$ cat config.mk
export PLATFORM = sky130hd
export DESIGN_NAME = axi_master_bridge
export DESIGN_NICKNAME = d
export VERILOG_FILES = /design/src/rtl/bridge_pkg.sv /design/src/rtl/axi_master_bridge_chk.sv /design/src/rtl/bridge_rr_arb.sv /design/src/rtl/axi_master_bridge.sv
export SDC_FILE = /design/constraint.sdc
export NUM_CORES = 1
export LEC_CHECK = 0
export BUFFER_PORTS_ARGS = -buffer_cell sky130_fd_sc_hd__buf_4
export CAP_MARGIN = 5
export CORE_AREA = 2 2 279 281
export CTS_CLUSTER_DIAMETER = 30
export CTS_CLUSTER_SIZE = 10
export DETAILED_ROUTE_END_ITERATION = 8
export DIE_AREA = 0 0 281 283
export PLACE_DENSITY = 0.33
export SLEW_MARGIN = 20
export SYNTH_ARGS = -nofsm -noshare
export SYNTH_HDL_FRONTEND = slang
export SYNTH_HIERARCHICAL = 1
export SYNTH_SLANG_ARGS = --single-unit
$ cat constraint.sdc
create_clock -name clock -period 3.4 [get_ports clock]
set_input_delay 0.17 -clock clock [delete_from_list [all_inputs] [get_ports clock]]
set_output_delay 0.17 -clock clock [all_outputs]
set_load 0.005 [all_outputs]
$ cat src/rtl/bridge_pkg.sv
// Shared types and AXI encodings for the CPU-to-AXI4 master bridge.
package bridge_pkg;

  typedef enum logic [2:0] {
    ST_IDLE = 3'd0,
    ST_AR   = 3'd1,
    ST_R    = 3'd2,
    ST_AW   = 3'd3,
    ST_W    = 3'd4,
    ST_B    = 3'd5
  } state_t;

  localparam logic [1:0] AXI_BURST_INCR  = 2'b01;
  localparam logic [1:0] AXI_RESP_OKAY   = 2'b00;
  localparam logic [1:0] AXI_RESP_EXOKAY = 2'b01;
  localparam logic [1:0] AXI_RESP_SLVERR = 2'b10;
  localparam logic [1:0] AXI_RESP_DECERR = 2'b11;

  localparam logic [3:0] AXI_CACHE_MODIFIABLE = 4'b0010;

  localparam int ID_I = 0;
  localparam int ID_D = 1;

endpackage

$ cat src/rtl/axi_master_bridge_chk.sv
// Protocol checks for the bridge: with a single outstanding transaction every
// R/B response must carry the ID of the transaction in flight.
module axi_master_bridge_chk #(
  parameter int ID_W = 4
) (
  input logic            clock,
  input logic            reset_n,
  input logic            rvalid,
  input logic            rready,
  input logic [ID_W-1:0] rid,
  input logic            bvalid,
  input logic            bready,
  input logic [ID_W-1:0] bid,
  input logic [ID_W-1:0] exp_id
);

  a_rid_match: assert property (@(posedge clock) disable iff (!reset_n)
    (rvalid && rready) |-> (rid == exp_id));

  a_bid_match: assert property (@(posedge clock) disable iff (!reset_n)
    (bvalid && bready) |-> (bid == exp_id));

endmodule

$ cat src/rtl/bridge_rr_arb.sv
// Two-way round-robin arbiter between the I and D request ports.
// prio_d_q set means D wins the next tie; it resets pointing at I.
module bridge_rr_arb (
  input  logic clock,
  input  logic reset_n,
  input  logic en,
  input  logic req_i,
  input  logic req_d,
  output logic gnt_i,
  output logic gnt_d
);

  logic prio_d_q;
  logic prio_d_d;

  // Grant selection and next-priority update.
  always_comb begin
    gnt_i    = 1'b0;
    gnt_d    = 1'b0;
    prio_d_d = prio_d_q;
    if (en) begin
      if (req_i && req_d) begin
        gnt_i = ~prio_d_q;
        gnt_d = prio_d_q;
      end else begin
        gnt_i = req_i;
        gnt_d = req_d;
      end
    end else begin
      gnt_i = 1'b0;
      gnt_d = 1'b0;
    end
    if (gnt_i) begin
      prio_d_d = 1'b1;
    end else if (gnt_d) begin
      prio_d_d = 1'b0;
    end else begin
      prio_d_d = prio_d_q;
    end
  end

  // Last-grant register.
  always_ff @(posedge clock or negedge reset_n) begin
    if (!reset_n) begin
      prio_d_q <= 1'b0;
    end else begin
      prio_d_q <= prio_d_d;
    end
  end

endmodule

$ cat src/rtl/axi_master_bridge.sv
// Merges the CPU instruction (read-only) and data (read/write) request ports
// onto one AXI4 master with a single transaction outstanding at a time.
module axi_master_bridge
  import bridge_pkg::*;
#(
  parameter int ADDR_W = 64,
  parameter int DATA_W = 64,
  parameter int ID_W   = 4,
  parameter int USER_W = 1
) (
  input  logic                clock,
  input  logic                reset_n,
  input  logic                i_req,
  input  logic [ADDR_W-1:0]   i_addr,
  input  logic [7:0]          i_len,
  input  logic [2:0]          i_size,
  output logic                i_gnt,
  output logic                i_rvalid,
  output logic [DATA_W-1:0]   i_rdata,
  output logic                i_rlast,
  output logic [1:0]          i_rresp,
  input  logic                d_req,
  input  logic                d_we,
  input  logic [ADDR_W-1:0]   d_addr,
  input  logic [7:0]          d_len,
  input  logic [2:0]          d_size,
  output logic                d_gnt,
  input  logic                d_wvalid,
  input  logic [DATA_W-1:0]   d_wdata,
  input  logic [DATA_W/8-1:0] d_wstrb,
  output logic                d_wready,
  output logic                d_rvalid,
  output logic [DATA_W-1:0]   d_rdata,
  output logic                d_rlast,
  output logic [1:0]          d_rresp,
  output logic                d_bvalid,
  output logic [1:0]          d_bresp,
  output logic                awvalid,
  input  logic                awready,
  output logic [ADDR_W-1:0]   awaddr,
  output logic [2:0]          awprot,
  output logic [ID_W-1:0]     awid,
  output logic [USER_W-1:0]   awuser,
  output logic [7:0]          awlen,
  output logic [2:0]          awsize,
  output logic [1:0]          awburst,
  output logic                awlock,
  output logic [3:0]          awcache,
  output logic [3:0]          awqos,
  output logic                wvalid,
  input  logic                wready,
  output logic [DATA_W-1:0]   wdata,
  output logic [DATA_W/8-1:0] wstrb,
  output logic                wlast,
  input  logic                bvalid,
  output logic                bready,
  input  logic [1:0]          bresp,
  input  logic [ID_W-1:0]     bid,
  output logic                arvalid,
  input  logic                arready,
  output logic [ADDR_W-1:0]   araddr,
  output logic [2:0]          arprot,
  output logic [ID_W-1:0]     arid,
  output logic [USER_W-1:0]   aruser,
  output logic [7:0]          arlen,
  output logic [2:0]          arsize,
  output logic [1:0]          arburst,
  output logic                arlock,
  output logic [3:0]          arcache,
  output logic [3:0]          arqos,
  input  logic                rvalid,
  output logic                rready,
  input  logic [1:0]          rresp,
  input  logic [DATA_W-1:0]   rdata,
  input  logic                rlast,
  input  logic [ID_W-1:0]     rid
);

  state_t            state_q, state_d;
  logic [7:0]        cnt_q, cnt_d;
  logic [ADDR_W-1:0] addr_q, addr_d;
  logic [7:0]        len_q, len_d;
  logic [2:0]        size_q, size_d;
  logic              is_d_q, is_d_d;

  logic              arb_en;
  logic              gnt_i_s;
  logic              gnt_d_s;
  logic              w_hs;
  logic [ID_W-1:0]   cur_id;

  // Gating with reset_n keeps the grant pulses low while reset is held.
  assign arb_en = (state_q == ST_IDLE) && reset_n;
  assign i_gnt  = gnt_i_s;
  assign d_gnt  = gnt_d_s;
  assign w_hs   = (state_q == ST_W) && d_wvalid && wready;
  assign cur_id = is_d_q ? ID_W'(ID_D) : ID_W'(ID_I);

  bridge_rr_arb u_arb (
    .clock   (clock),
    .reset_n (reset_n),
    .en      (arb_en),
    .req_i   (i_req),
    .req_d   (d_req),
    .gnt_i   (gnt_i_s),
    .gnt_d   (gnt_d_s)
  );

  assign araddr  = addr_q;
  assign arlen   = len_q;
  assign arsize  = size_q;
  assign arid    = cur_id;
  assign arprot  = 3'b000;
  assign aruser  = '0;
  assign arburst = AXI_BURST_INCR;
  assign arlock  = 1'b0;
  assign arcache = AXI_CACHE_MODIFIABLE;
  assign arqos   = 4'b0000;

  assign awaddr  = addr_q;
  assign awlen   = len_q;
  assign awsize  = size_q;
  assign awid    = cur_id;
  assign awprot  = 3'b000;
  assign awuser  = '0;
  assign awburst = AXI_BURST_INCR;
  assign awlock  = 1'b0;
  assign awcache = AXI_CACHE_MODIFIABLE;
  assign awqos   = 4'b0000;

  // Next-state, request latch and write beat counter.
  always_comb begin
    state_d = state_q;
    cnt_d   = cnt_q;
    addr_d  = addr_q;
    len_d   = len_q;
    size_d  = size_q;
    is_d_d  = is_d_q;
    case (state_q)
      ST_IDLE: begin
        if (gnt_i_s) begin
          addr_d  = i_addr;
          len_d   = i_len;
          size_d  = i_size;
          is_d_d  = 1'b0;
          state_d = ST_AR;
        end else if (gnt_d_s) begin
          addr_d  = d_addr;
          len_d   = d_len;
          size_d  = d_size;
          is_d_d  = 1'b1;
          state_d = d_we ? ST_AW : ST_AR;
        end else begin
          state_d = ST_IDLE;
        end
      end
      ST_AR: begin
        if (arready) begin
          state_d = ST_R;
        end else begin
          state_d = ST_AR;
        end
      end
      ST_R: begin
        if (rvalid && rlast) begin
          state_d = ST_IDLE;
        end else begin
          state_d = ST_R;
        end
      end
      ST_AW: begin
        if (awready) begin
          cnt_d   = 8'd0;
          state_d = ST_W;
        end else begin
          state_d = ST_AW;
        end
      end
      ST_W: begin
        if (w_hs) begin
          if (cnt_q == len_q) begin
            state_d = ST_B;
          end else begin
            cnt_d = cnt_q + 8'd1;
          end
        end else begin
          state_d = ST_W;
        end
      end
      ST_B: begin
        if (bvalid) begin
          state_d = ST_IDLE;
        end else begin
          state_d = ST_B;
        end
      end
      default: begin
        state_d = ST_IDLE;
      end
    endcase
  end

  // Channel handshakes and response forwarding; read data goes straight through
  // to whichever client owns the transaction, zeroed otherwise.
  always_comb begin
    arvalid  = 1'b0;
    awvalid  = 1'b0;
    rready   = 1'b0;
    wvalid   = 1'b0;
    wdata    = '0;
    wstrb    = '0;
    wlast    = 1'b0;
    d_wready = 1'b0;
    bready   = 1'b0;
    i_rvalid = 1'b0;
    i_rdata  = '0;
    i_rlast  = 1'b0;
    i_rresp  = 2'b00;
    d_rvalid = 1'b0;
    d_rdata  = '0;
    d_rlast  = 1'b0;
    d_rresp  = 2'b00;
    d_bvalid = 1'b0;
    d_bresp  = 2'b00;
    case (state_q)
      ST_AR: arvalid = 1'b1;
      ST_AW: awvalid = 1'b1;
      ST_R: begin
        rready = 1'b1;
        if (rvalid && is_d_q) begin
          d_rvalid = 1'b1;
          d_rdata  = rdata;
          d_rlast  = rlast;
          d_rresp  = rresp;
        end else if (rvalid) begin
          i_rvalid = 1'b1;
          i_rdata  = rdata;
          i_rlast  = rlast;
          i_rresp  = rresp;
        end else begin
          i_rvalid = 1'b0;
        end
      end
      ST_W: begin
        wvalid   = d_wvalid;
        wdata    = d_wdata;
        wstrb    = d_wstrb;
        wlast    = (cnt_q == len_q);
        d_wready = wready;
      end
      ST_B: begin
        bready   = 1'b1;
        d_bvalid = bvalid;
        d_bresp  = bvalid ? bresp : 2'b00;
      end
      default: begin
        arvalid = 1'b0;
      end
    endcase
  end

  // State and request registers.
  always_ff @(posedge clock or negedge reset_n) begin
    if (!reset_n) begin
      state_q <= ST_IDLE;
      cnt_q   <= 8'd0;
      addr_q  <= '0;
      len_q   <= 8'd0;
      size_q  <= 3'd0;
      is_d_q  <= 1'b0;
    end else begin
      state_q <= state_d;
      cnt_q   <= cnt_d;
      addr_q  <= addr_d;
      len_q   <= len_d;
      size_q  <= size_d;
      is_d_q  <= is_d_d;
    end
  end

  axi_master_bridge_chk #(.ID_W(ID_W)) u_chk (
    .clock   (clock),
    .reset_n (reset_n),
    .rvalid  (rvalid),
    .rready  (rready),
    .rid     (rid),
    .bvalid  (bvalid),
    .bready  (bready),
    .bid     (bid),
    .exp_id  (cur_id)
  );

endmodule

==> impl_metrics.json, run 1 <==
{
  "outcome": "finished, final reports clean",
  "synth_area_per_cell_um2": 8.521,
  "hold_viol_final": 0,
  "cp.required_ns": 3.23,
  "htreeDepth": 3,
  "dr.first_iter.drc_count": 243,
  "synthTopCellsByCount": "and2_1, buf_4, dfrtp_1",
  "rows": 102,
  "fmax_ghz": 0.3698,
  "finalCritPeriodShare": 0.7954,
  "synth_top_family_by_area": "simple AND/OR/NAND/NOR gates",
  "ys.flop_type": "dfrtp_1",
  "grt_overflow": 0,
  "yosys_warnings": 6,
  "regArea_um2": 2202,
  "final_cell_area_um2": 12440,
  "drt-pass1-iter-count": 4,
  "critical_path_peak_fanout": 68,
  "grt_pass1_wl_mm": 51.73,
  "rsz0062_at_grt": "false",
  "max_cap_viol_count": 0,
  "synth_edf_count": 0,
  "syn_area_um2": 6561,
  "synthDistinctLibCells": 40,
  "max-slew-margin-rel": 0.4916,
  "place_area_um2": 12130,
  "wire_per_inst_um": 16.03,
  "stdcell_count": 2386,
  "fill_cells": 8737,
  "core_um2": 76700,
  "synth_area_leader_cell": "dfrtp_1",
  "cts.clk_slew.worst_paths_ns": 0.08,
  "io_pins": 718,
  "crit_arrival_ns": 2.53,
  "tns_ns": 0,
  "ctsHoldBuffers": 1,
  "cts-root-buf": "clkbuf_16",
  "routed-via-count": 7276,
  "vias_per_cell": 3.049,
  "synthAdderAreaFrac": 0.001907,
  "min_path_type": "in2reg",
  "cts_resized": 0,
  "clock_latency_ns": 0.38,
  "postCtsSetupBuffers": 0,
  "dpl.hpwl_mm": 32.14,
  "yosys.area_share.xor_xnor": 0.01068,
  "antenna_found_initial": 7,
  "finalPower_uw": 6778,
  "wl_met1_mm": 14.74,
  "multi_input_area_um2": 3431,
  "drt.antenna.violating_nets": 0,
  "worstSetupStartpointType": "flop",
  "routed_wl_mm": 38.26,
  "synthTopCellsByArea": "dfrtp_1, and2_1, buf_4",
  "yosys_register_bits": 88,
  "top_layer": "met5",
  "first_global_vias": 7264,
  "die_area_um2": 79520,
  "drv_slew": 0,
  "initial_utilization": 0.08554,
  "layout_min_cycle_time_ns": 2.704,
  "power_leakage_uw": 0.006160,
  "worstMarginPinSlew_ns": 0.7626,
  "synth_compound_area_frac": 0.07208,
  "clock_sinks": 88,
  "yosysMostFrequentCell": "and2_1",
  "gp_congestion": 0.7830,
  "skew_ns": 0.01843,
  "grt_max_degree": 90,
  "area_delta_synth_final_pct": 89.63,
  "critPathKind": "reg2out",
  "clk_path_buf_depth": 2,
  "route.met2.wl_mm": 19.37,
  "ys_seq_area_frac": 0.3356,
  "die_h_um": 283,
  "synth_top_area_share": 0.3356,
  "cts_tree": "built",
  "final_layout_size_suffix_gt1_frac": 0.5286,
  "synth-simple-area-share": 0.2944,
  "netlist_instances": 770,
  "ir_drop_mv": 0.2354,
  "dp.cells": 2368,
  "cp-end-kind": "output pin",
  "ys_async_sr_fraction": 1.000,
  "numPortBuffers": 673,
  "fin_nets": 1651,
  "p_per_area_nw_per_um2": 544.8,
  "track_usage": 0.09049,
  "wl_met3_mm": 3.294,
  "dieWidth_um": 281,
  "synthMuxAreaShare": 0.1190,
  "drc": 0,
  "cts_made_buffers": 9,
  "setup_viol": 0
}
==> final timing paths <==
| path | end | cells after the start | from | slack, ns |
|---|---|---|---|---|
| max in group asynchronous | araddr[25] | 4 | reset_n | 1.67 |
| hold reg to reg | cnt_q[7] | 1 | cnt_q[7] | 0.51 |
| setup reg to reg | araddr[48] | 8 | state_q[1] | 0.87 |
| setup / recovery | i_rdata[26] | 6 | state_q[1] | 0.70 |
| hold / removal | araddr[6] | 3 | d_addr[6] | 0.07 |
| min in group asynchronous | araddr[9] | 3 | reset_n | 0.53 |
==> kinds of logic after synthesis <==
kind of cell | count (synthesis)
DFF | 88
xor gates and xnor gates | 8
and+or+nand+nor | 340
other | 2
buffers and inverters | 164
AOI/OAI and AO/OA | 89
muxes | 78
adders and majority gates | 1
==> through the flow <==
step | hold slack (ns) | worst slack [ns] | util
floorplan | -0.1256 | 1.104 | -
global placement | 0.4094 | 0.8242 | 0.1582
detailed placement | 0.4096 | 0.8224 | 0.1582
CTS | 0.02803 | 0.6082 | 0.1622
global route | 0.05263 | 0.5115 | 0.1622
finish | 0.07299 | 0.6955 | 0.1622
==> state kept, by name, indices dropped and copies added, names as in the netlist <==
signal and cells:
is_d_q 1, state_q 3, araddr 64, u_arb/prio_d_q 1, arlen 8, arsize 3
cnt_q 8
==> area by class of cell <==
cell class | count | area share
inverters | 1 | 0.0003017
diodes | 1 | 0.0002011
repair buffers | 688 | 0.4183
clock inverters | 6 | 0.005430
multi-input cells | 552 | 0.2757
well taps | 1040 | 0.1046
clock buffers | 10 | 0.01840
flip-flops and latches | 88 | 0.1770
==> per-layer routing <==
layer,GRT usage,vias up
met2,0.1657,424
met3,0.02861,30
met5,0,-
li1,-,3484
met1,0.09878,3332
met4,0.02580,6
==> layout by cell type, fill, tap and decap left out, types with 8 or more instances in the layout <==
cell / Yosys / final
clkbuf_16: 0 / 9
conb_1: 2 / 36
o21ai_0: 78 / 78
mux2i_1: 78 / 78
nand3_1: 12 / 12
xnor2_1: 8 / 8
buf_4: 116 / 684
and2_1: 212 / 212
nand2_1: 87 / 87
dfrtp_1: 88 / 88
==> power breakdown <==
group / internal, µW / switching (µW) / leakage [µW] / total, µW
combinational: 2020 / 1520 / 0.00491 / 3540
clock: 575 / 533 / 0.000139 / 1110
sequential: 1510 / 621 / 0.00111 / 2130
total: 4100 / 2670 / 0.00616 / 6780
==> critical path, cell delays in order (launching register included) <==
cell and delay (ns):
dfrtp_1 0.52, nor3b_2 0.43, nand2_1 0.15, nor2_4 0.09, buf_4 0.45, and2_1 0.30, buf_4 0.14
Power figures use the tool's default switching activity.
==> inputs of run 2 (changes only) <==
ABC_AREA = 1   (was unset)
CORE_AREA = 2 2 281 283   (was 2 2 279 281)
DIE_AREA = 0 0 283 285   (was 0 0 281 283)
clock period = 2.2 ns   (was 3.4 ns; I/O delays follow)
==> impl_metrics.json, run 2 <==
{
  "fin_nets": 2020,
  "core_um2": 77970,
  "cts_tree": "built",
  "layout_min_cycle_time_ns": 2.069,
  "dpl.hpwl_mm": 35.01,
  "ys_seq_area_frac": 0.3292,
  "track_usage": 0.1019,
  "grt_overflow": 0,
  "drt-pass1-iter-count": 6,
  "clock_sinks": 88,
  "ys.flop_type": "dfrtp_1",
  "min_path_type": "in2reg",
  "cts_made_buffers": 9,
  "largest_register_ffs": 64,
  "routed_wl_mm": 43.54,
  "crit_arrival_ns": 1.96,
  "numPortBuffers": 673,
  "cp.required_ns": 2.09,
  "gp_congestion": 0.9384,
  "drc": 0,
  "drt.antenna.violating_nets": 0,
  "first_global_vias": 8889,
  "cp-end-kind": "output pin",
  "skew_ns": 0.01047,
  "critPathBufInv": 4,
  "drv_slew": 0,
  "final_layout_size_suffix_gt1_frac": 0.4428,
  "initial_utilization": 0.08581,
  "power_leakage_uw": 0.007574,
  "finalCritPeriodShare": 0.9404,
  "setup_viol": 0,
  "fmax_ghz": 0.4834,
  "rsz0062_at_grt": "true",
  "routed-via-count": 8882,
  "synth_area_leader_cell": "dfrtp_1",
  "cpLargestDelayFamily": "simple AND/OR/NAND/NOR gates",
  "crit_path_end": "i_rdata[53]",
  "synthTopCellsByCount": "nor2_1, inv_1, nand2_1",
  "yosys_register_bits": 88,
  "path_depth": 8,
  "synth_edf_count": 0,
  "r2r_end": "arlen[0]",
  "final_cell_mix": "buf_4, nor2_1, inv_1",
  "worstRegToRegCells": 12,
  "htreeDepth": 3,
  "vias_per_cell": 3.212,
  "wire_per_inst_um": 15.75,
  "rows": 103,
  "outcome": "finished, final reports clean",
  "dieWidth_um": 283,
  "netlist_instances": 1047,
  "syn_area_um2": 6690,
  "ys_async_sr_fraction": 1.000,
  "yosysMostFrequentCell": "nor2_1",
  "clk_path_buf_depth": 2,
  "stdcell_count": 2765,
  "crit_chain": "inv_2 -> buf_4 -> nand2_1 -> nor2_4 -> nand3_2 -> buf_12 -> nor2_4 -> buf_4",
  "crit_path_max_incr_delay_ns": 0.38,
  "synthDistinctLibCells": 29,
  "area_delta_synth_final_pct": 105.1,
  "critical_path_peak_fanout": 68,
  "dp.cells": 2658,
  "max_cap_viol_count": 0,
  "hold_viol_final": 0,
  "synthTopCellsByArea": "dfrtp_1, nor2_1, buf_4",
  "dr.first_iter.drc_count": 213,
  "reg2reg_from": "state_q[0]",
  "die_area_um2": 80660,
  "grt_max_degree": 89,
  "die_h_um": 285,
  "yosys_warnings": 6,
  "crit_path_start": "state_q[2]",
  "dp_slack_ns": 0.006650,
  "p_per_area_nw_per_um2": 854.6,
  "worstMarginPinSlew_ns": 0.6296,
  "synth_area_per_cell_um2": 6.390,
  "max-slew-margin-rel": 0.5803,
  "io_pins": 718,
  "ir_drop_mv": 0.3960,
  "cts.clk_slew.worst_paths_ns": 0.09,
  "worst_slack_ns": 0.1312,
  "reg2reg_slack_ns": 0.17,
  "synth_top_area_share": 0.3292,
  "critPathKind": "reg2out",
  "clock_latency_ns": 0.38,
  "final_common_cell": "buf_4",
  "worstSetupStartpointType": "flop",
  "grt_pass1_wl_mm": 60.72,
  "cts-root-buf": "clkbuf_16",
  "cp_slowest_cell": "dfrtp_1",
  "antenna_found_initial": 2
}
## run 2: cell count changes after synthesis, moves of 5 or more
cell and change:
nor2_1 +373, and2_1 -212, inv_1 +160, mux2i_1 -78, o31ai_1 +75, o21ai_0 -73
nand2_1 +39, buf_1 +11, inv_2 +5
## run 2: logic make-up after synthesis
group,synth area share
buffers and inverters,0.2568
xor gates and xnor gates,0.007855
adders and majority gates,0.001870
and+or+nand+nor,0.3067
DFF,0.3292
AOI/OAI and AO/OA,0.09650
other,0.001123
## run 2: worst min path at each step
stage | endpoint | cells after the start | startpoint
6_report | arlen[3] | 3 | d_len[3]
3_3_place_gp | arlen[7] | 2 | reset_n
3_5_place_dp | araddr[49] | 2 | reset_n
2_1_floorplan | araddr[0] | 0 | reset_n
5_1_grt | araddr[33] | 3 | i_addr[33]
4_1_cts | araddr[58] | 3 | i_addr[58]
## run 2: cell type report
| cell class | count | area [µm²] |
|---|---|---|
| clock inverter | 7 | 75.07 |
| antenna | 1 | 2.502 |
| sequential | 88 | 2203 |
| timing repair buffer | 784 | 6226 |
| tap | 1050 | 1314 |
| multi-input combinational | 659 | 3037 |
| inverter | 167 | 639.4 |
| fill | 8968 | 64250 |
| clock buffer | 9 | 225.2 |
## run 2: power by group
part,switching [µW],leakage [µW],internal (µW)
clock,909,0.000144,808
combinational,3270,0.00632,3540
sequential,870,0.00111,2320
## run 2: through the flow
| stage | total power (µW) | TNS [ns] | hold slack, ns | utilization | cell area (µm²) |
|---|---|---|---|---|---|
| global placement | 9842 | 0 | 0.3360 | 0.1585 | 12360 |
| detailed placement | 9841 | 0 | 0.3573 | 0.1585 | 12360 |
| global route | 12640 | -0.1829 | 0.02115 | 0.1760 | 13720 |
| finish | 11730 | 0 | 0.04046 | 0.1760 | 13720 |
| floorplan | 6174 | 0 | -0.1856 | - | 6818 |
| CTS | 11880 | 0 | 0.0008198 | 0.1738 | 13550 |
## run 2: worst min-delay path, stage by stage
cell and delay, ns:
buf_4 0.11, nor2_1 0.08, o31ai_1 0.08
## run 2: repair_timing
item	CTS	global route
endpoints found under the setup margin	60	85
endpoints found under the hold margin	149	0
hold buffers	86	0
gates cloned	0	1
setup buffers	0	3
resized for setup	9	30
pin swaps	0	2
## run 2: metal layers
metal | global-route usage | part of all wire | up-vias
li1 | - | - | 4306
met3 | 0.02560 | 0.063 | 39
met5 | 0 | 0.00069 | -
met2 | 0.1858 | 0.51 | 434
met4 | 0.03231 | 0.024 | 4
met1 | 0.1157 | 0.40 | 4099
==> inputs of run 3 (changes only) <==
CELL_PAD_IN_SITES_DETAIL_PLACEMENT = 1   (was unset)
CELL_PAD_IN_SITES_GLOBAL_PLACEMENT = 1   (was unset)
CORE_AREA = 2 2 279 281   (was 2 2 281 283)
DIE_AREA = 0 0 281 283   (was 0 0 283 285)
PLACE_DENSITY = 0.46   (was 0.33)
==> impl_metrics.json, run 3 (synthesis gave the netlist of run 2 again) <==
{
  "first_global_vias": 9572,
  "drv_slew": 0,
  "drt-pass1-iter-count": 4,
  "switchingPower_uw": 5275,
  "largest_register_ffs": 64,
  "cts-root-buf": "clkbuf_16",
  "track_usage": 0.1029,
  "initial_utilization": 0.08722,
  "routed-via-count": 9015,
  "cts_made_buffers": 9,
  "htreeDepth": 3,
  "power_leakage_uw": 0.007712,
  "clock_sinks": 88,
  "min_path_type": "in2reg",
  "antenna_found_initial": 2,
  "worstSetupStartpointType": "flop",
  "area_delta_synth_final_pct": 109.2,
  "numPortBuffers": 673,
  "final_layout_size_suffix_gt1_frac": 0.4716,
  "wire_per_inst_um": 16.49,
  "critPathKind": "reg2out",
  "grt_pass1_wl_mm": 60.75,
  "r2r_end": "araddr[51]",
  "dr.first_iter.drc_count": 257,
  "dp.cells": 2646,
  "final_util": 0.1825,
  "outcome": "finished, final reports clean",
  "layout_min_cycle_time_ns": 2.073,
  "crit_arrival_ns": 1.96,
  "cts_tree": "built",
  "rows": 102,
  "reg2reg_slack_ns": 0.13,
  "setup_viol": 0,
  "io_pins": 718,
  "dieWidth_um": 281,
  "stdcell_count": 2750,
  "clock_latency_ns": 0.39,
  "p_per_area_nw_per_um2": 884.4,
  "crit_path_start": "state_q[2]",
  "fmax_ghz": 0.4824,
  "grt_overflow": 0,
  "worstRegToRegCells": 11,
  "max-slew-margin-rel": 0.5780,
  "die_area_um2": 79520,
  "ir_drop_mv": 0.3393,
  "worstMarginPinSlew_ns": 0.6330,
  "grt_max_degree": 81,
  "power_frac_seq": 0.263,
  "dpl.hpwl_mm": 34.67,
  "finalCritPeriodShare": 0.9423,
  "cp.required_ns": 2.09,
  "crit_path_end": "d_rdata[28]",
  "reg2reg_from": "state_q[0]",
  "routed_wl_mm": 45.36,
  "skew_ns": 0.02053,
  "cts.clk_slew.worst_paths_ns": 0.07,
  "gp_congestion": 0.7987,
  "tns_ns": 0,
  "max_cap_viol_count": 0,
  "p_clk_frac": 0.137,
  "rsz0062_at_grt": "true",
  "die_h_um": 283,
  "vias_per_cell": 3.278,
  "share_comb_of_total_power": 0.600,
  "hold_viol_final": 0,
  "final_common_cell": "buf_4",
  "cp-end-kind": "output pin",
  "drt.antenna.violating_nets": 0,
  "core_um2": 76700,
  "switching_share": 0.4262,
  "fill_cells": 9325,
  "drc": 0,
  "fin_nets": 2015,
  "critical_path_peak_fanout": 45,
  "clk_path_buf_depth": 2,
  "p_int_uw": 7102,
  "final_cell_mix": "buf_4, nor2_1, inv_1"
}
[run 3: how the worst min path moves through the flow]
stage                          start    endpoint  slack, ns  depth (start not counted)
after global placement       reset_n  araddr[50]       0.29                          2
final                     i_addr[51]  araddr[51]       0.05                          3
after detailed placement     reset_n  araddr[50]       0.28                          2
after CTS                 i_addr[12]  araddr[12]    0.00003                          3
after global routing       i_addr[1]   araddr[1]       0.03                          3
after floorplan              reset_n   araddr[0]      -0.19                          0
[run 3: per-stage QoR]
stage               worst slack (ns)  instance area (µm²)  hold slack [ns]  total power (µW)
finish                        0.1269                14000          0.04773             12380
global route                -0.03449                14000          0.02889             13360
CTS                         -0.01061                13450       0.00002925             11920
detailed placement          -0.03725                12360           0.2791              9818
global placement             0.02044                12360           0.2851              9735
floorplan                     0.2422                 6818          -0.1856              6174
[run 3: worst max-delay path: stages, from the launching register on]
cell,delay (ns)
dfrtp_1,0.38
inv_2,0.05
buf_4,0.14
nand2_1,0.11
nor2_4,0.18
nand3_2,0.16
buf_12,0.21
nor2_2,0.17
buf_4,0.14
[run 3: per-layer routing]
metal	global-route usage	routed length (µm)	up-vias
met3	0.02630	3349	18
met5	0	0	-
li1	-	-	4287
met2	0.2001	24500	396
met1	0.1078	16920	4314
met4	0.02620	585	0
[run 3: final cells by class]
class | count | area (µm²) | share of cell area
diodes | 1 | 2.502 | 0.0001788
clock buffers | 11 | 232.7 | 0.01663
clock inverters | 5 | 57.56 | 0.004112
inverters | 167 | 649.4 | 0.04640
multi-input cells | 659 | 3222 | 0.2302
flip-flops and latches | 88 | 2205 | 0.1575
well taps | 1040 | 1301 | 0.09297
repair buffers | 778 | 6317 | 0.4514
repair inverters | 1 | 8.758 | 0.0006258
[run 3: power groups by stage]
stage	combinational [µW]	clock, µW	sequential [µW]
after floorplan	3260	0	2910
after global placement	6450	0	3290
after detailed placement	6530	0	3280
after CTS	6810	1830	3290
after global routing	8150	1850	3360
final	7430	1700	3250
[run 3: repair_timing]
item                                   CTS  global route
endpoints found under the hold margin   75             0
setup buffers                            0            10
resized for setup                       19            64
setup endpoints to repair               76            84
pin swaps                                1             1
hold buffers                            70             0
cloned                                   1             6
